## config.mk

```make
export PLATFORM = sky130hd
export DESIGN_NAME = adder_sum_normalizer
export DESIGN_NICKNAME = d
export VERILOG_FILES = /design/src/rtl/adder_sum_normalizer.sv
export SDC_FILE = /design/constraint.sdc
export NUM_CORES = 1
export LEC_CHECK = 0
export BUFFER_PORTS_ARGS = -buffer_cell sky130_fd_sc_hd__buf_2
export CELL_PAD_IN_SITES_DETAIL_PLACEMENT = 0
export CELL_PAD_IN_SITES_GLOBAL_PLACEMENT = 1
export CORE_MARGIN = 2
export CORE_UTILIZATION = 41
export DETAILED_ROUTE_END_ITERATION = 16
export PLACE_DENSITY = 0.74
export RECOVER_POWER = 25
export SLEW_MARGIN = 0
export SYNTH_ARGS = -nofsm -noshare
export SYNTH_HDL_FRONTEND = slang
export SYNTH_SLANG_ARGS = --single-unit
export TNS_END_PERCENT = 100
```

## constraint.sdc

```tcl
create_clock -name clk -period 26.4 [get_ports clk]
set_clock_uncertainty 0.2 [all_clocks]
set_input_delay 5.28 -clock clk [delete_from_list [all_inputs] [get_ports clk]]
set_output_delay 5.28 -clock clk [all_outputs]
set_load 0.05 [all_outputs]
```

## src/rtl/adder_sum_normalizer.sv

```systemverilog
// FP32 aligned-mantissa add/subtract with normalize and pack, two-stage valid/ready pipeline.
// Optional sticky overflow/underflow flags are enabled by defining ADDER_SUM_STICKY_FLAGS_EN.
module adder_sum_normalizer (
  input  logic        clk,
  input  logic        rst_n,
  input  logic        in_valid,
  output logic        in_ready,
  input  logic        sign_big,
  input  logic        sign_little,
  input  logic [7:0]  exp_in,
  input  logic [22:0] mant_big,
  input  logic [22:0] mant_little,
  output logic        out_valid,
  input  logic        out_ready,
  output logic [31:0] result
`ifdef ADDER_SUM_STICKY_FLAGS_EN
  ,
  input  logic        flag_clr,
  output logic        ovf_flag,
  output logic        unf_flag
`endif
);

  logic        s1_valid;
  logic        s1_sign;
  logic [7:0]  s1_exp;
  logic [23:0] s1_mag;
  logic        s2_valid;
  logic        s2_advance;
  logic        s2_ovf;
  logic        s2_unf;

  logic [23:0] sum_w;
  logic [23:0] diff_w;
  logic [23:0] mag_in;
  logic        sign_in;

  assign s2_advance = !s2_valid || out_ready;
  assign in_ready   = !s1_valid || s2_advance;
  assign out_valid  = s2_valid;

  // Both mantissas are below 2^23, so bit 23 of the difference is its sign.
  assign sum_w   = {1'b0, mant_big} + {1'b0, mant_little};
  assign diff_w  = {1'b0, mant_big} - {1'b0, mant_little};
  assign mag_in  = (sign_big == sign_little) ? sum_w : (diff_w[23] ? -diff_w : diff_w);
  assign sign_in = (sign_big != sign_little && diff_w[23]) ? sign_little : sign_big;

  always_ff @(posedge clk or negedge rst_n) begin
    if (!rst_n) begin
      s1_valid <= 1'b0;
      s1_sign  <= 1'b0;
      s1_exp   <= 8'h00;
      s1_mag   <= 24'h000000;
    end else if (in_ready) begin
      s1_valid <= in_valid;
      if (in_valid) begin
        s1_sign <= sign_in;
        s1_exp  <= exp_in;
        s1_mag  <= mag_in;
      end
    end
  end

  logic [4:0]        lz;
  logic              found;
  logic [22:0]       shl;
  logic signed [9:0] exp_n;
  logic              is_zero;
  logic              unf_c;
  logic              ovf_c;
  logic [21:0]       frac_c;
  logic [31:0]       pack_c;

  always_comb begin
    lz    = 5'd0;
    found = 1'b0;
    for (int i = 22; i >= 0; i--) begin
      if (!found) begin
        if (s1_mag[i]) found = 1'b1;
        else           lz    = lz + 5'd1;
      end
    end
  end

  // shl[22] is set exactly when the low 23 bits are non-zero, so it doubles as the zero test.
  assign shl     = s1_mag[22:0] << lz;
  assign is_zero = !s1_mag[23] && !shl[22];
  assign exp_n   = s1_mag[23] ? ($signed({2'b00, s1_exp}) + 10'sd1)
                              : ($signed({2'b00, s1_exp}) - $signed({5'b00000, lz}));
  assign frac_c  = s1_mag[23] ? s1_mag[22:1] : shl[21:0];
  assign unf_c   = !is_zero && (exp_n <= 10'sd0);
  assign ovf_c   = !is_zero && !unf_c && (exp_n >= 10'sd255);

  always_comb begin
    pack_c = {s1_sign, exp_n[7:0], frac_c, 1'b0};
    if (is_zero)    pack_c = 32'h00000000;
    else if (unf_c) pack_c = {s1_sign, 31'b0};
    else if (ovf_c) pack_c = {s1_sign, 8'hFF, 23'b0};
  end

  always_ff @(posedge clk or negedge rst_n) begin
    if (!rst_n) begin
      s2_valid <= 1'b0;
      result   <= 32'h00000000;
      s2_ovf   <= 1'b0;
      s2_unf   <= 1'b0;
    end else if (s2_advance) begin
      s2_valid <= s1_valid;
      if (s1_valid) begin
        result <= pack_c;
        s2_ovf <= ovf_c;
        s2_unf <= unf_c;
      end
    end
  end

`ifdef ADDER_SUM_STICKY_FLAGS_EN
  logic out_xfer;
  assign out_xfer = s2_valid && out_ready;

  always_ff @(posedge clk or negedge rst_n) begin
    if (!rst_n) begin
      ovf_flag <= 1'b0;
      unf_flag <= 1'b0;
    end else begin
      if (out_xfer && s2_ovf) ovf_flag <= 1'b1;
      else if (flag_clr)      ovf_flag <= 1'b0;
      if (out_xfer && s2_unf) unf_flag <= 1'b1;
      else if (flag_clr)      unf_flag <= 1'b0;
    end
  end
`else
  logic unused_flags;
  assign unused_flags = s2_ovf ^ s2_unf;
`endif

endmodule

```

## Word level (Yosys, flattened, before mapping)

Index checks and enable logic that the tools add are counted.
Widths: inputs -> output; s select.

- Flip-flop bits (word level): 67
- Input bits: 60
- Output and inout port bits: 34
- Word-level logic and storage cells: 149

- $add $sub $neg: 27
- Magnitude comparators: 2
- Eq/ne operators: 2
- Shift-type cells: 1
- Mux-type cells: 96
- Reductions and logical operators: 15

Operators by type and width:

| operator | count |
|---|---|
| $mux 5 | 44 |
| $add 5x1->5 const B | 22 |
| $mux 31 | 2 |
| $mux 24 | 2 |
| $mux 1 | 45 |
| $mux 32 | 1 |
| $add 23x23->24 | 1 |
| $neg 24->24 | 1 |
| $sub 23x23->24 | 1 |
| $shl 23x5->23 | 1 |
| $mux 22 | 1 |
| $ge 10x9->1 const B | 1 |
| $le 10x1->1 const B | 1 |
| $mux 10 | 1 |
| $add 8x1->9 const B | 1 |
| $sub 8x5->9 | 1 |
| $logic_not 1->1 | 6 |
| $logic_and 1x1->1 | 5 |
| $reduce_and 2->1 | 2 |
| $logic_or 1x1->1 | 2 |
| $eq 1x1->1 | 1 |
| $ne 1x1->1 | 1 |

## Depth between registers and ports, before layout

- Depth in word-level cells: 78
- Gate-level depth with buffers: 67
- Mapped depth without buffers: 65

## Least setup slack after synthesis

No wires, ideal clock.

- Path type: reg-to-reg
- Start: reg s1_mag[21]
- End: reg result[10]
- Setup time: 0.067 ns
- Data arrival time: 11.452 ns
- Data required time: 26.133 ns
- Slack: 14.680 ns
- Stages on the path, launching flop included: 65
- Path buffers: 4
- Period minus slack after synthesis: 11.720 ns
- Cells stage by stage: dfrtp_1 or4_1 buf_2 and2_1 ha_1 nor2_1 o21a_1 mux2_2 a21o_1 ha_1 mux2_2 o21ai_0 and2_1 a21oi_1 ha_1 o221ai_1 o21ai_0 ha_1 [... 29 more ...] a211oi_1 o21ai_0 o31ai_1 buf_2 buf_2 ha_1 a21o_1 a21o_1 a21oi_1 o21ai_0 or3_1 o21ai_0 xnor2_1 o31a_1 inv_1 a211oi_4 buf_6 a22o_1

- Word-level cells in the longest chain between the ends: 76
- Elaborated cells on any way between the ends: 103
- Classes of those cells: add/sub: 22; order compare: 2; shift: 1; mux: 71; reduce/logical: 7

RTL lines:

| element | line | text |
|---|---|---|
| from (decl) | 27 | `logic [23:0] s1_mag;` |
| from (signal assigned) | 59 | `s1_mag <= mag_in;` |
| parallel branches: the longest is 75 deep, another holds $add 5x1->5 | -- |  |
| $mux 32 (*) | 96 | `if (is_zero) pack_c = 32'h00000000;` |
| to (signal assigned) | 110 | `result <= pack_c;` |
| to (decl) | 15 | `output logic [31:0] result` |

Mark *: on every way between the ends.
A chain may end at the register's enable or synchronous reset.

## Final worst setup path

- Start: reg s1_mag[20]
- End: reg result[14]

- Word-level cells in the longest chain between the ends: 73
- Elaborated cells on any way between the ends: 99
- Classes of those cells: add/sub: 21; order compare: 2; shift: 1; mux: 68; reduce/logical: 7

RTL lines:

| element | line |
|---|---|
| parallel branches: the longest is 72 deep, another holds $add 5x1->5 | -- |
| $mux 32 (*) | 96 |

Marks and branches as above.

==> run summary <==
register area share after synthesis: 17.7%
GRT Resource Usage Total: 21.7%
layout cell share with drive strength beyond 1: 13.1%
Buffers on Ports: 92
vias per std cell: 5.68
clock latency on the worst-skew pair: 0.34 ns
Slew HR: -134%
warnings from Yosys: 0
RSZ-0062 raised after global routing: false
Syn Inst Count: 1211
crit share post-route: 50.6%
Tmin final: 13.35 ns
Final Hold Vio Count: 0
Core Region: 22500 sq um
initial antenna violation count: 0
# hold bufs at CTS: 0
Fmax: 0.0749 GHz
Worst EP arrival: 13.42 ns
Die Area: 24000 sq um
die height: 155 microns
initial core utilization: 41.5%
Post-CTS Resized: 0
Yosys top cell by area: dfrtp_1
GRT overflow: 0
area growth from synthesis to layout: 10.6%
Critical Path RT: 26.47 ns
CP dominant cell by count: ha_1
P_leak: 4.83 nW
FF+latch count, synth: 66
postcts setup bufs: 0
Post-Place Worst Slack: 13.15 ns
max cap viols: 1
# IOs: 94
Max Transition Viols Final: 67
DR pass1 iterations: 4
DP Wirelength: 20900 microns
synth unique cells: 88
Netlist Area Pre-Place: 9350 sq um
1st-iter DRT viols: 613
root buf cell: clkbuf_16
# setup viols final: 0
worst min path class: flip-flop to flip-flop
# clock sinks: 66
Setup TNS Final: 0 ns
violated checks: max-capacitance violations, max-slew violations
delay of the slowest critical-path stage: 0.76 ns
kind of critical path: flip-flop to flip-flop
clk slew on worst S/H paths: 0.06 ns
Max FO, Critical Path: 22
Setup crit end kind: flip-flop
Avg Cell Area, Syn: 7.72 sq um
dpl cell area: 10000 sq um
CP max-delay cell: a311oi_1
fin worst setup slack: 13.05 ns
CTS tree: done
worst path bufs/invs: 5
top cells by area, synth: dfrtp_1, ha_1, mux2i_1, xnor2_1, o21ai_0
Die W: 155 microns
CP Launch Type: flip-flop
num rows: 55
most frequent cells in the layout: nand2_1, nor2_1, o21ai_0, buf_2, inv_1
H-tree level count: 3
Detail Route Antenna Nets: 0
routed via count: 8825
Post-Syn Nets: 1346
most common cell after layout, fill and taps aside: nand2_1
Post-layout nets: 1400
largest net degree at the start of global routing: 67
CTS Buffer Depth: 2
Worst-Margin Slew: 3.51 ns
number of global-route vias before repair: 8212
DRT Wirelength: 26300 microns
wire per inst: 16.9 microns
Antenna Cells: 0
first-pass GRT wire length: 42400 microns
share of Yosys cell area claimed by the top area cell type: 17.7%
EDFF count, synth: 0
status: finished with violations
Fill cells: 2277
routability congestion estimate from global placement: 0.927
cell family contributing the most delay on the critical path: compound AO/OA/AOI/OAI gates
residual DRC count: 0
final non-filler cell area: 10300 sq um
TritonCTS Buffers: 9
Synth Flop Type: dfrtp_1
Peak VDD IR: 0.0546 mV
Synth async-reset ratio: 100%
PwrDens: 90.3 nW/um^2
[kinds of logic after synthesis]
family | count (synthesis) | share of synthesized area (%)
adder cells (fa/ha/maj) | 78 | 10.6
flip-flops | 66 | 17.7
multiplexers | 76 | 8.62
AO/OA/AOI/OAI | 343 | 24.3
buffers and inverters | 151 | 6.42
other | 1 | 0.0401
AND/OR/NAND/NOR | 389 | 20.6
XOR/XNOR | 107 | 11.7
[where the power goes]
part,total (mW),leakage (nW),internal (mW),switching [mW]
Sequential,0.191,0.814,0.134,0.0572
Clock,0.130,0.153,0.0830,0.0468
Combinational,0.612,3.86,0.235,0.377
Total,0.934,4.83,0.453,0.481
[worst register-to-register path: cells and delay by family, from the launching register on]
kind | cells | cell delay (ns)
adders and majority gates | 11 | 3.27
buffers and inverters | 5 | 0.34
muxes | 5 | 1.29
and+or+nand+nor | 15 | 2.63
DFF | 1 | 0.51
AOI/OAI and AO/OA | 21 | 4.36
xor gates and xnor gates | 2 | 0.68
[flip-flops by register name, summed over array words and instances, names as in the netlist]
register,count
out_valid,1
result,31
s1_exp,8
s1_mag,24
s1_sign,1
s1_valid,1
[final timing paths]
path                                   end  startpoint  depth (start not counted)  slack, ns
worst min-delay path            result[31]  result[31]                          1       0.29
worst max-delay path            result[14]  s1_mag[20]                         59      13.05
max in group asynchronous       result[23]       rst_n                          2      18.00
min in group asynchronous        s1_exp[5]       rst_n                          2       6.03
worst max register to register  result[14]  s1_mag[20]                         59      13.05
worst min register to register  result[31]  result[31]                          1       0.29
[layer usage]
layer / wire length, microns / share of wire (%) / global-route usage, % / up-vias
li1: - / - / - / 4438
met1: 12600 / 48 / 30.8 / 4134
met2: 11900 / 45 / 34.9 / 228
met3: 1390 / 5.3 / 3.26 / 25
met4: 360 / 1.4 / 4.89 / 0
met5: 0 / 0 / 0 / -
[final cells by class]
cell class                      instances  area (sq um)  share of cell area (%)
Clock inverter                          6          90.1                   0.871
Multi-Input combinational cell        994          7130                    68.9
Timing Repair Buffer                  105           554                    5.36
Sequential cell                        66          1650                    16.0
Tap cell                              285           357                    3.45
Clock buffer                           10           229                    2.21
Inverter                               89           334                    3.23
[cell usage after synthesis, types with 5 or more instances]
| master | number |
|---|---|
| a211oi_1 | 11 |
| a21o_1 | 17 |
| a21oi_1 | 78 |
| a22o_1 | 34 |
| a22oi_1 | 7 |
| a31oi_1 | 13 |
| and2_1 | 13 |
| and3_1 | 13 |
| buf_1 | 5 |
| buf_2 | 6 |
| clkbuf_1 | 47 |
| dfrtp_1 | 66 |
| ha_1 | 72 |
| inv_1 | 88 |
| mux2_2 | 16 |
| mux2i_1 | 58 |
| nand2_1 | 115 |
| nand2b_1 | 24 |
| nand3_1 | 26 |
| nand3b_1 | 5 |
| nand4_1 | 7 |
| nor2_1 | 92 |
| nor2b_1 | 20 |
| nor3_1 | 33 |
| nor3b_1 | 5 |
| o2111ai_1 | 5 |
| o211ai_1 | 8 |
| o21a_1 | 7 |
| o21ai_0 | 92 |
| o21bai_1 | 7 |
| o221ai_1 | 7 |
| o22ai_1 | 9 |
| o31ai_1 | 6 |
| or3_1 | 11 |
| xnor2_1 | 66 |
| xnor3_1 | 6 |
| xor2_1 | 30 |
[metrics by stage]
stage	power [mW]	cells	util [%]	hold WS [ns]
floorplan	0.647	1211	-	0.251
global placement	0.800	1539	44.6	0.259
detailed placement	0.799	1539	44.6	0.269
CTS	0.932	1555	46.0	0.283
global route	1.01	1555	46.0	0.292
finish	0.934	1555	46.0	0.286
No activity file was read; power rests on OpenSTA's default activity.
